==> src/rtl/mem_access_ctrl.sv <==
// mem_access_ctrl
//   Sequences CPU load/store requests onto the ram256x8 MOV/MOC handshake.
//   A request is latched in IDLE, address/control/data are presented to the
//   RAM one cycle before MOV rises, MOV is held until MOC (or a timeout), read
//   data is captured, and done pulses. Double-word requests become two word
//   accesses at A and A+4 (mod 256). Misaligned requests finish at once with
//   err and never touch the RAM.
//
// Handshake: ram_MOV rises only after the controls have been stable for one
//   cycle (SETUP), stays high with the controls frozen until ram_MOC=1 is
//   honoured, and drops for at least one cycle (RELEASE) before any further
//   access, so every access starts with a fresh MOV rising edge.
//
// Ports
//   Clk, Reset          clock, synchronous active-high reset
//   req                 request strobe, sampled only while idle
//   rw                  1 = load, 0 = store
//   addr, dtype, sign   byte address, access size (00 B, 01 H, 10 W, 11 D),
//                       sign-extend for byte/half loads
//   wdata_hi, wdata_lo  store data (hi = word at A of a double)
//   busy, done, err     status; done/err are one-cycle pulses
//   rdata_hi, rdata_lo  load data (hi only meaningful for doubles)
//   ram_*               connection to ram256x8
module mem_access_ctrl #(
    parameter int MIN_WAIT = 1,
    parameter int TIMEOUT  = 15
) (
    input  logic        Clk,
    input  logic        Reset,
    input  logic        req,
    input  logic        rw,
    input  logic [7:0]  addr,
    input  logic [1:0]  dtype,
    input  logic        sign,
    input  logic [31:0] wdata_hi,
    input  logic [31:0] wdata_lo,
    output logic        busy,
    output logic        done,
    output logic        err,
    output logic [31:0] rdata_hi,
    output logic [31:0] rdata_lo,
    output logic        ram_MOV,
    output logic        ram_ReadWrite,
    output logic [7:0]  ram_Address,
    output logic [31:0] ram_DataIn,
    output logic [1:0]  ram_DataType,
    output logic        ram_SIGN,
    input  logic        ram_MOC,
    input  logic [31:0] ram_DataOut
);

    localparam logic [2:0] S_IDLE    = 3'd0;
    localparam logic [2:0] S_SETUP   = 3'd1;
    localparam logic [2:0] S_ACCESS  = 3'd2;
    localparam logic [2:0] S_RELEASE = 3'd3;
    localparam logic [2:0] S_DONE    = 3'd4;

    localparam int            CW       = $clog2(TIMEOUT + 1);
    localparam logic [CW-1:0] CNT_MIN  = CW'(MIN_WAIT - 1);
    localparam logic [CW-1:0] CNT_LAST = CW'(TIMEOUT - 1);

    logic [2:0]    state;
    logic          phase;      // 0 = first (or only) access, 1 = A+4 half of a double
    logic [CW-1:0] cnt;        // ACCESS cycles spent without an honoured MOC
    logic [1:0]    l_dtype;
    logic [31:0]   l_lo;       // second store word of a double
    logic          err_flag;   // timeout seen during this transaction
    logic          misaligned;
    logic          is_double;

    always_comb begin
        misaligned = 1'b0;
        case (dtype)
            2'b01:        misaligned = addr[0];
            2'b10, 2'b11: misaligned = |addr[1:0];
            default:      misaligned = 1'b0;
        endcase
    end

    assign is_double = (l_dtype == 2'b11);

    always_ff @(posedge Clk) begin
        if (Reset) begin
            state         <= S_IDLE;
            phase         <= 1'b0;
            cnt           <= '0;
            l_dtype       <= 2'b00;
            l_lo          <= 32'h0;
            err_flag      <= 1'b0;
            busy          <= 1'b0;
            done          <= 1'b0;
            err           <= 1'b0;
            rdata_hi      <= 32'h0;
            rdata_lo      <= 32'h0;
            ram_MOV       <= 1'b0;
            ram_ReadWrite <= 1'b0;
            ram_Address   <= 8'h0;
            ram_DataIn    <= 32'h0;
            ram_DataType  <= 2'b00;
            ram_SIGN      <= 1'b0;
        end else begin
            done <= 1'b0;
            err  <= 1'b0;
            case (state)
                S_IDLE: begin
                    busy <= 1'b0;
                    if (req) begin
                        busy    <= 1'b1;
                        l_dtype <= dtype;
                        l_lo    <= wdata_lo;
                        if (misaligned) begin
                            state <= S_DONE;
                            done  <= 1'b1;
                            err   <= 1'b1;
                        end else begin
                            // Outputs are registered, so the RAM sees these
                            // values during the SETUP cycle itself.
                            state         <= S_SETUP;
                            phase         <= 1'b0;
                            err_flag      <= 1'b0;
                            ram_Address   <= addr;
                            ram_ReadWrite <= rw;
                            ram_DataType  <= (dtype == 2'b11) ? 2'b10 : dtype;
                            ram_SIGN      <= sign;
                            ram_DataIn    <= (dtype == 2'b11) ? wdata_hi : wdata_lo;
                        end
                    end
                end

                S_SETUP: begin
                    ram_MOV <= 1'b1;
                    cnt     <= '0;
                    state   <= S_ACCESS;
                end

                S_ACCESS: begin
                    if (ram_MOC && (cnt >= CNT_MIN)) begin
                        if (ram_ReadWrite) begin
                            if (is_double && !phase) begin
                                rdata_hi <= ram_DataOut;
                            end else begin
                                rdata_lo <= ram_DataOut;
                                if (!is_double) rdata_hi <= 32'h0;
                            end
                        end
                        ram_MOV <= 1'b0;
                        state   <= S_RELEASE;
                    end else if (cnt == CNT_LAST) begin
                        err_flag <= 1'b1;
                        ram_MOV  <= 1'b0;
                        state    <= S_RELEASE;
                    end else begin
                        cnt <= cnt + CW'(1);
                    end
                end

                S_RELEASE: begin
                    if (is_double && !phase && !err_flag) begin
                        // Second word; address wraps naturally at 8 bits.
                        phase       <= 1'b1;
                        ram_Address <= ram_Address + 8'd4;
                        ram_DataIn  <= l_lo;
                        state       <= S_SETUP;
                    end else begin
                        done  <= 1'b1;
                        err   <= err_flag;
                        state <= S_DONE;
                    end
                end

                S_DONE: begin
                    busy  <= 1'b0;
                    state <= S_IDLE;
                end

                default: begin
                    busy    <= 1'b0;
                    ram_MOV <= 1'b0;
                    state   <= S_IDLE;
                end
            endcase
        end
    end

endmodule

==> config.mk <==
export PLATFORM = sky130hd
export DESIGN_NAME = mem_access_ctrl
export DESIGN_NICKNAME = d
export VERILOG_FILES = /design/src/rtl/mem_access_ctrl.sv
export SDC_FILE = /design/constraint.sdc
export NUM_CORES = 1
export LEC_CHECK = 0
export ABC_CLOCK_PERIOD_IN_PS = 5180
export CAP_MARGIN = 15
export CORE_MARGIN = 5
export CORE_UTILIZATION = 30
export DETAILED_ROUTE_END_ITERATION = 8
export SYNTH_ARGS = -nofsm -noshare
export SYNTH_HDL_FRONTEND = slang
export SYNTH_SLANG_ARGS = --single-unit
==> constraint.sdc <==
create_clock -name Clk -period 5.18 [get_ports Clk]
set_clock_uncertainty 0.15 [all_clocks]
set_input_delay 0.518 -clock Clk [delete_from_list [all_inputs] [get_ports Clk]]
set_output_delay 0.518 -clock Clk [all_outputs]
set_load 0.005 [all_outputs]
==> results by group, run 1 <==
Layout
  – Finished Layout Cells: 1,210
  – FF+latch area: 3103 µm²
  – Final net count: 1,037
  – # fillers: 2,093
  – Layout cells sized above 1: 5.139%
  – Area growth syn-to-layout: 45.75%
  – Design Area, Final: 9459 µm²
  – Footprint of the multi-input gates: 3083 µm²

Min path
  – Worst hold start: l_lo[0]
  – Hold EP: l_lo[0]
  – Type of the most critical hold path: flip-flop to flip-flop
  – Worst hold path depth: 2

Worst setup path
  – Setup crit end kind: flip-flop
  – CP Class: input pin to flip-flop
  – Setup slack, reg-to-reg: 2.36 ns
  – Critical R2R Launch: state[0]
  – CP startpoint: req
  – Critical path data arrival time: 3.06 ns
  – Startpoint class of the critical path: input pin
  – WP data required: 5.36 ns
  – Reg-to-Reg End: ram_DataIn[30]
  – Reg2reg path depth: 6
  – Worst Path Max Fanout: 64

Routing
  – DR pass1 iterations: 4
  – Vias per cell: 4.921
  – DR vias: 5,954
  – Iteration-0 DRC Markers: 249
  – Remaining DRCs: 0
  – Drt wl/cell: 16.92 µm
  – Antenna Nets Post-Route: 0
  – Final wirelength: 20,480 µm

STA
  – Final hold vios: 0
  – Final slew viol count: 0
  – Final period util: 55.67%
  – Worst Tran Pin Value: 1.115 ns
  – Setup TNS: 0 ns
  – Max Freq: 346.7 MHz
  – Fin crit period: 2.884 ns
  – Worst slew margin: 25.39%
  – Setup Viol. Count Final: 0
  – RSZ-0062 raised after global routing: no

Floorplanning
  – FP Rows: 53
  – Starting Density: 30.68%
  – Die ar.: 24,670 µm²
  – Core area: 21,150 µm²
  – Die Ht: 157.1 µm
  – Die W: 157.1 µm
  – IO Count: 224

Placement
  – Area post-placement: 8846 µm²
  – Number of placed instances, taps included: 1,178
  – Final Wtd Congestion: 0.7311
  – Half-perimeter wire length after placement: 13,360 µm
  – PortBufs: 223

Logic synthesis
  – Leading area contributor after synthesis: dfxtp_1
  – Synth Flop Type: dfxtp_1
  – Synthesized instance count: 737
  – Most numerous cell in the Yosys netlist: dfxtp_1
  – Yosys warns: 0
  – Syn avg cell area: 8.806 µm²
  – Synth Cell Area: 6490 µm²
  – Post-synth top area share: 47.81%
  – Register area share after synthesis: 47.81%
  – Post-synth EDFFs: 0
  – Top cells by count, synth: 155 x dfxtp_1, 106 x nor2_1, 89 x nand2_1
  – Synth area leaders: dfxtp_1 48%, mux2i_1 10%, a21oi_1 6.2%, nor2_1 6.1%, nand2_1 5.1%
  – Synth Register Bits: 155
  – Unique masters post-synth: 45
  – Ys async rst share: 0%
  – Syn_nets: 852

Clock network
  – Count of cells resized by post-cts repair: 0
  – CTS sink cnt: 155
  – Hold Buf Count CTS: 0
  – Clk Latency, worst-skew pair: 0.41 ns
  – CTS clk-pin slew, worst paths: 0.06 ns
  – H-Tree Depth: 4
  – Post-CTS setup buffers: 0
  – CTS Buffer Depth: 2
  – CTS root buf: clkbuf_16
  – TritonCTS clock tree: built
  – TritonCTS buffer count: 17

Power
  – Pwr Density: 315.4 nW/µm²
  – Leakage: 3.800 nW
  – Worst vdd ir: 0.2013 mV

Global routing
  – Total grt overflow: 0
  – Initial antenna violation count: 1
  – First-pass GRT wire length: 31,600 µm
  – Vias in the first global route: 5,836
  – Tot GR Track Use: 16.01%
  – Largest net degree at the start of global routing: 86

Run status
  – Run status: complete, no violations

Flow run
  – Max_cap viols: 0
[worst max-delay path by stage]
stage                endpoint  slack, ns
2_1_floorplan  ram_DataIn[20]       3.22
3_3_place_gp   ram_DataIn[19]       1.99
3_5_place_dp   ram_DataIn[11]       1.88
4_1_cts        ram_DataIn[30]       2.32
5_1_grt        ram_DataIn[25]       2.10
6_report       ram_DataIn[30]       2.30
[per-layer routing]
| metal | share of wire [%] | global-route usage (%) | vias to the layer above |
|---|---|---|---|
| li1 | - | - | 2975 |
| met1 | 45 | 21.11 | 2741 |
| met2 | 42 | 23.18 | 224 |
| met3 | 12 | 7.974 | 12 |
| met4 | 0.98 | 4.588 | 2 |
| met5 | 0.098 | 0 | - |
[logic make-up (layout without fill, tap and decap cells)]
kind of cell | after synthesis | count (layout) | share of synthesized area (%)
xor gates and xnor gates | 1 | 1 | 0.1350
and+or+nand+nor | 271 | 271 | 18.64
buffers and inverters | 71 | 268 | 4.916
DFF | 155 | 155 | 47.81
adders and majority gates | 3 | 3 | 0.5784
other | 0 | 1 | 0
muxes | 67 | 67 | 10.33
AOI/OAI and AO/OA | 169 | 169 | 17.58
[critical path, stage by stage]
cell and delay, ns:
clkdlybuf4s50_1 0.54, nor4b_4 0.21, buf_4 0.45, nand3_2 0.32
buf_4 0.43, a221o_1 0.39, a21oi_1 0.14
[cell usage in the layout, fill, tap and decap left out, drive strengths merged, types with 2 or more instances in the layout]
master and instances:
o32ai 3, nand3 43, a31oi 2, a22oi 34
o211ai 2, nand2 89, clkbuf 21, inv 6
a221o 32, dfxtp 155, nor2 106, or3 4
a21oi 80, nand3b 2, a32o 2, clkdlybuf4s50 222
nor3 9, clkinv 3, nor4b 2, mux2i 67
buf 10, nor3b 4, nor2b 3, clkinvlp 3
o21ai 8, bufinv 3, or4b 2, ha 3
[state kept, by name, summed over array words and instances (netlist names), 2 cells and up]
signal and count:
cnt 4, l_dtype 2, l_lo 32, ram_Address 8
ram_DataIn 32, ram_DataType 2, rdata_hi 32, rdata_lo 32
state 3
[stage by stage]
| step | utilization (%) | power [mW] | hold WS, ns | setup slack, ns |
|---|---|---|---|---|
| finish | 44.72 | 2.983 | 0.3030 | 2.296 |
| global route | 44.70 | 3.123 | 0.3222 | 2.099 |
| CTS | 44.70 | 3.028 | 0.3052 | 2.323 |
| detailed placement | 41.82 | 1.710 | 0.2969 | 1.884 |
| global placement | 41.82 | 1.705 | 0.2923 | 1.985 |
| floorplan | - | 1.505 | 0.2867 | 3.220 |
[area by class of cell]
type,instances,share of cell area [%]
Sequential cell,155,32.80
Clock buffer,21,4.974
Inverter,5,0.1984
Multi-Input combinational cell,511,32.59
Timing Repair Buffer,232,24.29
Antenna cell,1,0.02646
Tap cell,275,3.638
Clock inverter,10,1.481
[where the power goes]
group / switching (mW) / internal (mW)
Combinational: 0.183 / 0.204
Clock: 0.508 / 0.796
Sequential: 0.0424 / 1.25
(Power assumes the default switching activity.)
==> run 2: changes to the inputs <==
--- a/config.mk
+++ b/config.mk
@@ -5,7 +5,7 @@
 export SDC_FILE = /design/constraint.sdc
 export NUM_CORES = 1
 export LEC_CHECK = 0
-export ABC_CLOCK_PERIOD_IN_PS = 5180
+export ABC_CLOCK_PERIOD_IN_PS = 2950
 export CAP_MARGIN = 15
 export CORE_MARGIN = 5
 export CORE_UTILIZATION = 30
==> constraint.sdc (replaced) <==
create_clock -name Clk -period 2.95 [get_ports Clk]
set_clock_uncertainty 0.15 [all_clocks]
set_input_delay 0.295 -clock Clk [delete_from_list [all_inputs] [get_ports Clk]]
set_output_delay 0.295 -clock Clk [all_outputs]
set_load 0.005 [all_outputs]
==> results by group, run 2 (synthesis gave the netlist of run 1 again) <==
Global routing
  – Largest net degree at the start of global routing: 73
  – Total grt overflow: 0
  – Vias in the first global route: 5,763
  – Initial antenna violation count: 0
  – First-pass GRT wire length: 31,910 µm
  – Tot GR Track Use: 16.15%

Power
  – Sw Pwr: 1.353 mW
  – Pint: 3.791 mW
  – Leakage: 3.831 nW
  – Clock Power Share: 42.5%
  – Worst vdd ir: 0.3476 mV
  – Sw Share: 26.31%
  – Pwr Density: 540.3 nW/µm²
  – Flop pwr share: 43.9%
  – Combinational share of power: 13.6%

Worst setup path
  – CP max-delay cell: dfxtp_1
  – Max stage delay on crit path: 0.63 ns
  – WP data required: 3.14 ns
  – Worst Path Max Fanout: 37
  – Startpoint class of the critical path: flip-flop
  – Critical path data arrival time: 2.61 ns
  – Setup crit end kind: flip-flop
  – CP Class: flip-flop to flip-flop
  – Critical path, cell by cell: nand3b_4, or3_2, buf_4, a221o_1, a21oi_1

STA
  – Worst Tran Pin Value: 0.6212 ns
  – Worst slew margin: 58.27%
  – Setup Viol. Count Final: 0
  – Max Freq: 413.0 MHz
  – Setup TNS: 0 ns
  – Final period util: 82.08%
  – Final slew viol count: 0
  – Final hold vios: 0
  – RSZ-0062 raised after global routing: no
  – Fin crit period: 2.421 ns

Layout
  – Footprint of the multi-input gates: 3083 µm²
  – Final core occ: 45.01%
  – Design Area, Final: 9522 µm²
  – Commonest non-fill, non-tap cells in the layout: 222 x clkdlybuf4s50_1, 155 x dfxtp_1, 106 x nor2_1
  – FF+latch area: 3103 µm²
  – Area growth syn-to-layout: 46.71%
  – Most common cell after layout, fill and taps aside: clkdlybuf4s50_1
  – # fillers: 2,112
  – Layout cells sized above 1: 6.051%
  – Finished Layout Cells: 1,218
  – Final net count: 1,044

Clock network
  – TritonCTS buffer count: 17
  – Post-CTS setup buffers: 0
  – Hold Buf Count CTS: 0
  – CTS Buffer Depth: 2
  – Count of cells resized by post-cts repair: 0
  – CTS root buf: clkbuf_16
  – Clk Latency, worst-skew pair: 0.41 ns
  – CTS clk-pin slew, worst paths: 0.07 ns
  – TritonCTS clock tree: built
  – CTS sink cnt: 155
  – H-Tree Depth: 4

Routing
  – DR pass1 iterations: 5
  – Antenna Nets Post-Route: 0
  – Vias per cell: 4.882
  – Remaining DRCs: 0
  – Drt wl/cell: 16.83 µm
  – DR vias: 5,946
  – Final wirelength: 20,500 µm
  – Iteration-0 DRC Markers: 208

Min path
  – Type of the most critical hold path: input pin to flip-flop

Floorplanning
  – Die W: 157.1 µm
  – FP Rows: 53
  – Die ar.: 24,670 µm²
  – Core area: 21,150 µm²
  – Die Ht: 157.1 µm
  – Starting Density: 30.68%
  – IO Count: 224

Placement
  – Number of placed instances, taps included: 1,185
  – Half-perimeter wire length after placement: 13,600 µm
  – PortBufs: 223
  – Final Wtd Congestion: 0.7567
  – Area post-placement: 8936 µm²

Flow run
  – Max_cap viols: 0

Run status
  – Run status: complete, no violations
==> run 2: cell count changes in the layout (fill, tap and decap cells not counted) <==
cell,change
clkinv_4,+1
inv_6,+5
clkbuf_8,-1
clkinvlp_4,+1
clkinv_2,-2
bufinv_16,-2
buf_4,+4
buf_12,+3
clkbuf_1,-1
==> run 2: per-layer routing <==
| layer | vias to the layer above | GRT usage [%] | routed length (µm) |
|---|---|---|---|
| li1 | 2990 | - | - |
| met1 | 2727 | 21.48 | 9355 |
| met2 | 221 | 23.83 | 8552 |
| met3 | 8 | 7.836 | 2454 |
| met4 | 0 | 3.564 | 140 |
| met5 | - | 0 | 0 |
==> run 2: per-stage QoR <==
step | power [mW] | setup slack [ns] | hold WS, ns
detailed placement | 3.015 | 0.4562 | 0.2970
global route | 5.386 | 0.3646 | 0.1483
finish | 5.145 | 0.5287 | 0.1360
global placement | 3.008 | 0.5445 | 0.2922
floorplan | 2.643 | 1.031 | 0.2810
CTS | 5.227 | 0.5010 | 0.1165
==> run 2: critical path, delay by kind of cell, from the launching register on <==
kind	cells	cell delay (ns)
AND/OR/NAND/NOR	2	0.76
AO/OA/AOI/OAI	2	0.52
buffers and inverters	1	0.27
flip-flops	1	0.63
==> run 2: area by class of cell <==
cell class              count  share of cell area [%]
clock inverters            13                   1.367
repair buffers            239                   25.07
diodes                      1                 0.02628
inverters                   5                  0.1971
multi-input cells         511                   32.38
flip-flops and latches    155                   32.59
clock buffers              19                   4.757
well taps                 275                   3.614
==> run 2: path summary, 6_finish.rpt <==
| path | slack, ns | cells past startpoint | end | start |
|---|---|---|---|---|
| setup / recovery | 0.53 | 5 | ram_DataIn[18] | state[1] |
| hold / removal | 0.14 | 2 | rdata_hi[15] | Reset |
| setup reg to reg | 0.53 | 5 | ram_DataIn[18] | state[1] |
| hold reg to reg | 0.30 | 2 | l_lo[8] | l_lo[8] |
==> run 2: power groups by stage <==
stage	logic (mW)	registers, mW	clock network (mW)
after floorplan	0.349	2.29	0
after global placement	0.703	2.31	0
after detailed placement	0.708	2.31	0
after CTS	0.710	2.26	2.26
after global routing	0.771	2.27	2.34
final	0.701	2.26	2.18
==> run 3: changes to the inputs <==
--- a/config.mk
+++ b/config.mk
@@ -5,7 +5,7 @@
 export SDC_FILE = /design/constraint.sdc
 export NUM_CORES = 1
 export LEC_CHECK = 0
-export ABC_CLOCK_PERIOD_IN_PS = 2950
+export ABC_CLOCK_PERIOD_IN_PS = 2060
 export CAP_MARGIN = 15
 export CORE_MARGIN = 5
 export CORE_UTILIZATION = 30
==> constraint.sdc (replaced) <==
create_clock -name Clk -period 2.06 [get_ports Clk]
set_clock_uncertainty 0.15 [all_clocks]
set_input_delay 0.206 -clock Clk [delete_from_list [all_inputs] [get_ports Clk]]
set_output_delay 0.206 -clock Clk [all_outputs]
set_load 0.005 [all_outputs]
==> results by group, run 3 (synthesis gave the netlist of run 1 again) <==
Layout
  – Commonest non-fill, non-tap cells in the layout: 222 x clkdlybuf4s50_1, 154 x dfxtp_1, 106 x nor2_1
  – # fillers: 2,053
  – Layout cells sized above 1: 8.687%
  – Final net count: 1,070
  – Area growth syn-to-layout: 52.71%
  – N_diodes: 0
  – Most common cell after layout, fill and taps aside: clkdlybuf4s50_1
  – Design Area, Final: 9911 µm²

Worst setup path
  – Setup crit end kind: flip-flop
  – Startpoint class of the critical path: flip-flop
  – Reg-to-Reg End: rdata_hi[29]
  – Worst Path Max Fanout: 16
  – WP data required: 2.27 ns
  – Critical path data arrival time: 2.17 ns
  – Reg2reg path depth: 8
  – Critical R2R Launch: state[2]
  – CP Class: flip-flop to flip-flop
  – Setup slack, reg-to-reg: 0.1 ns

Routing
  – Remaining DRCs: 0
  – Antenna Nets Post-Route: 0
  – Drt wl/cell: 17.14 µm
  – Vias per cell: 4.916
  – Iteration-0 DRC Markers: 250
  – DR vias: 6,106
  – DR pass1 iterations: 4
  – Final wirelength: 21,290 µm

Global routing
  – Total grt overflow: 0
  – Tot GR Track Use: 16.20%
  – Largest net degree at the start of global routing: 76
  – First-pass GRT wire length: 31,840 µm
  – Vias in the first global route: 5,822
  – Initial antenna violation count: 0

Power
  – Leakage: 4.033 nW
  – Pwr Density: 764.8 nW/µm²
  – Worst vdd ir: 0.5168 mV

STA
  – Max Freq: 509.4 MHz
  – RSZ-0062 raised after global routing: no
  – Setup TNS: 0 ns
  – Fin crit period: 1.963 ns
  – Setup Viol. Count Final: 0
  – Final hold vios: 0
  – Worst Tran Pin Value: 0.5551 ns
  – Final slew viol count: 0
  – Worst slew margin: 62.99%
  – Final period util: 95.30%

Floorplanning
  – Core area: 21,150 µm²
  – Die W: 157.1 µm
  – Die Ht: 157.1 µm
  – IO Count: 224
  – Starting Density: 30.68%
  – Die ar.: 24,670 µm²
  – FP Rows: 53

Min path
  – Type of the most critical hold path: input pin to flip-flop
  – Hold EP: rdata_lo[27]
  – Worst hold path depth: 2
  – Worst hold start: Reset

Clock network
  – CTS sink cnt: 155
  – TritonCTS clock tree: built
  – CTS root buf: clkbuf_16
  – CTS Buffer Depth: 2
  – Clk Latency, worst-skew pair: 0.42 ns
  – CTS clk-pin slew, worst paths: 0.06 ns
  – TritonCTS buffer count: 17
  – H-Tree Depth: 4

Placement
  – Half-perimeter wire length after placement: 14,160 µm
  – Area post-placement: 9166 µm²
  – Final Wtd Congestion: 0.7320
  – PortBufs: 223

Run status
  – Run status: complete, no violations

Flow run
  – Max_cap viols: 0
## run 3: cell count changes in the layout (fill, tap and decap cells not counted), sizes merged
cell	previous run	this run
buf	17	40
bufinv	1	3
clkbuf	19	21
inv	11	9
diode	1	0
## run 3: worst max path at each step
stage	endpoint	depth (start not counted)	startpoint	slack, ns
2_1_floorplan	ram_DataIn[20]	7	state[1]	0.14
4_1_cts	ram_DataIn[26]	5	state[2]	0.02
3_5_place_dp	ram_DataIn[26]	6	req	-0.18
5_1_grt	rdata_hi[15]	8	state[2]	0.02
3_3_place_gp	ram_DataIn[30]	6	req	-0.13
6_report	rdata_hi[29]	8	state[2]	0.1
## run 3: worst max-delay path, cell delays in order, from the launching register on
cell	delay, ns
dfxtp_1	0.37
buf_4	0.19
nor4bb_1	0.29
buf_4	0.17
nor3b_4	0.22
buf_12	0.15
clkbuf_16	0.18
a22oi_1	0.09
nor2_1	0.08
## run 3: layout make-up
cell class	count	area, µm²	share of cell area (%)
clock buffers	18	429.2	4.330
clock inverters	13	167.7	1.692
inverters	5	18.77	0.1894
multi-input cells	511	3104	31.32
flip-flops and latches	155	3104	31.32
well taps	275	344.1	3.472
repair buffers	265	2743	27.67
## run 3: power by group
part           internal, mW  leakage, nW  switching [mW]
Clock                  1.92        0.281            1.32
Sequential             3.14         1.26          0.0848
Combinational         0.606         2.49           0.510
## run 3: routing by layer
metal / share of wire (%) / GRT usage (%)
met5: 0 / 0
met4: 0.70 / 3.810
met3: 12 / 8.469
met2: 44 / 24.33
met1: 44 / 20.73
## run 3: timing repair
| item | 4_1_cts | 5_1_grt |
|---|---|---|
| setup buffers | 0 | 4 |
| gates resized for setup | 0 | 7 |
| hold buffers | 0 | 0 |
| setup endpoints to repair | 0 | 45 |
## run 3: stage by stage
stage                     power, mW  setup WS (ns)  cells  hold slack, ns  util, %
after floorplan               3.785         0.1407    737          0.1920        -
after global placement        4.371        -0.1284   1204          0.2922    43.33
after detailed placement      4.384        -0.1816   1204          0.2967    43.33
after CTS                     7.662        0.02000   1235         0.01453    46.15
after global routing          7.923        0.01516   1242         0.02851    46.85
final                         7.579        0.09679   1242         0.04443    46.85
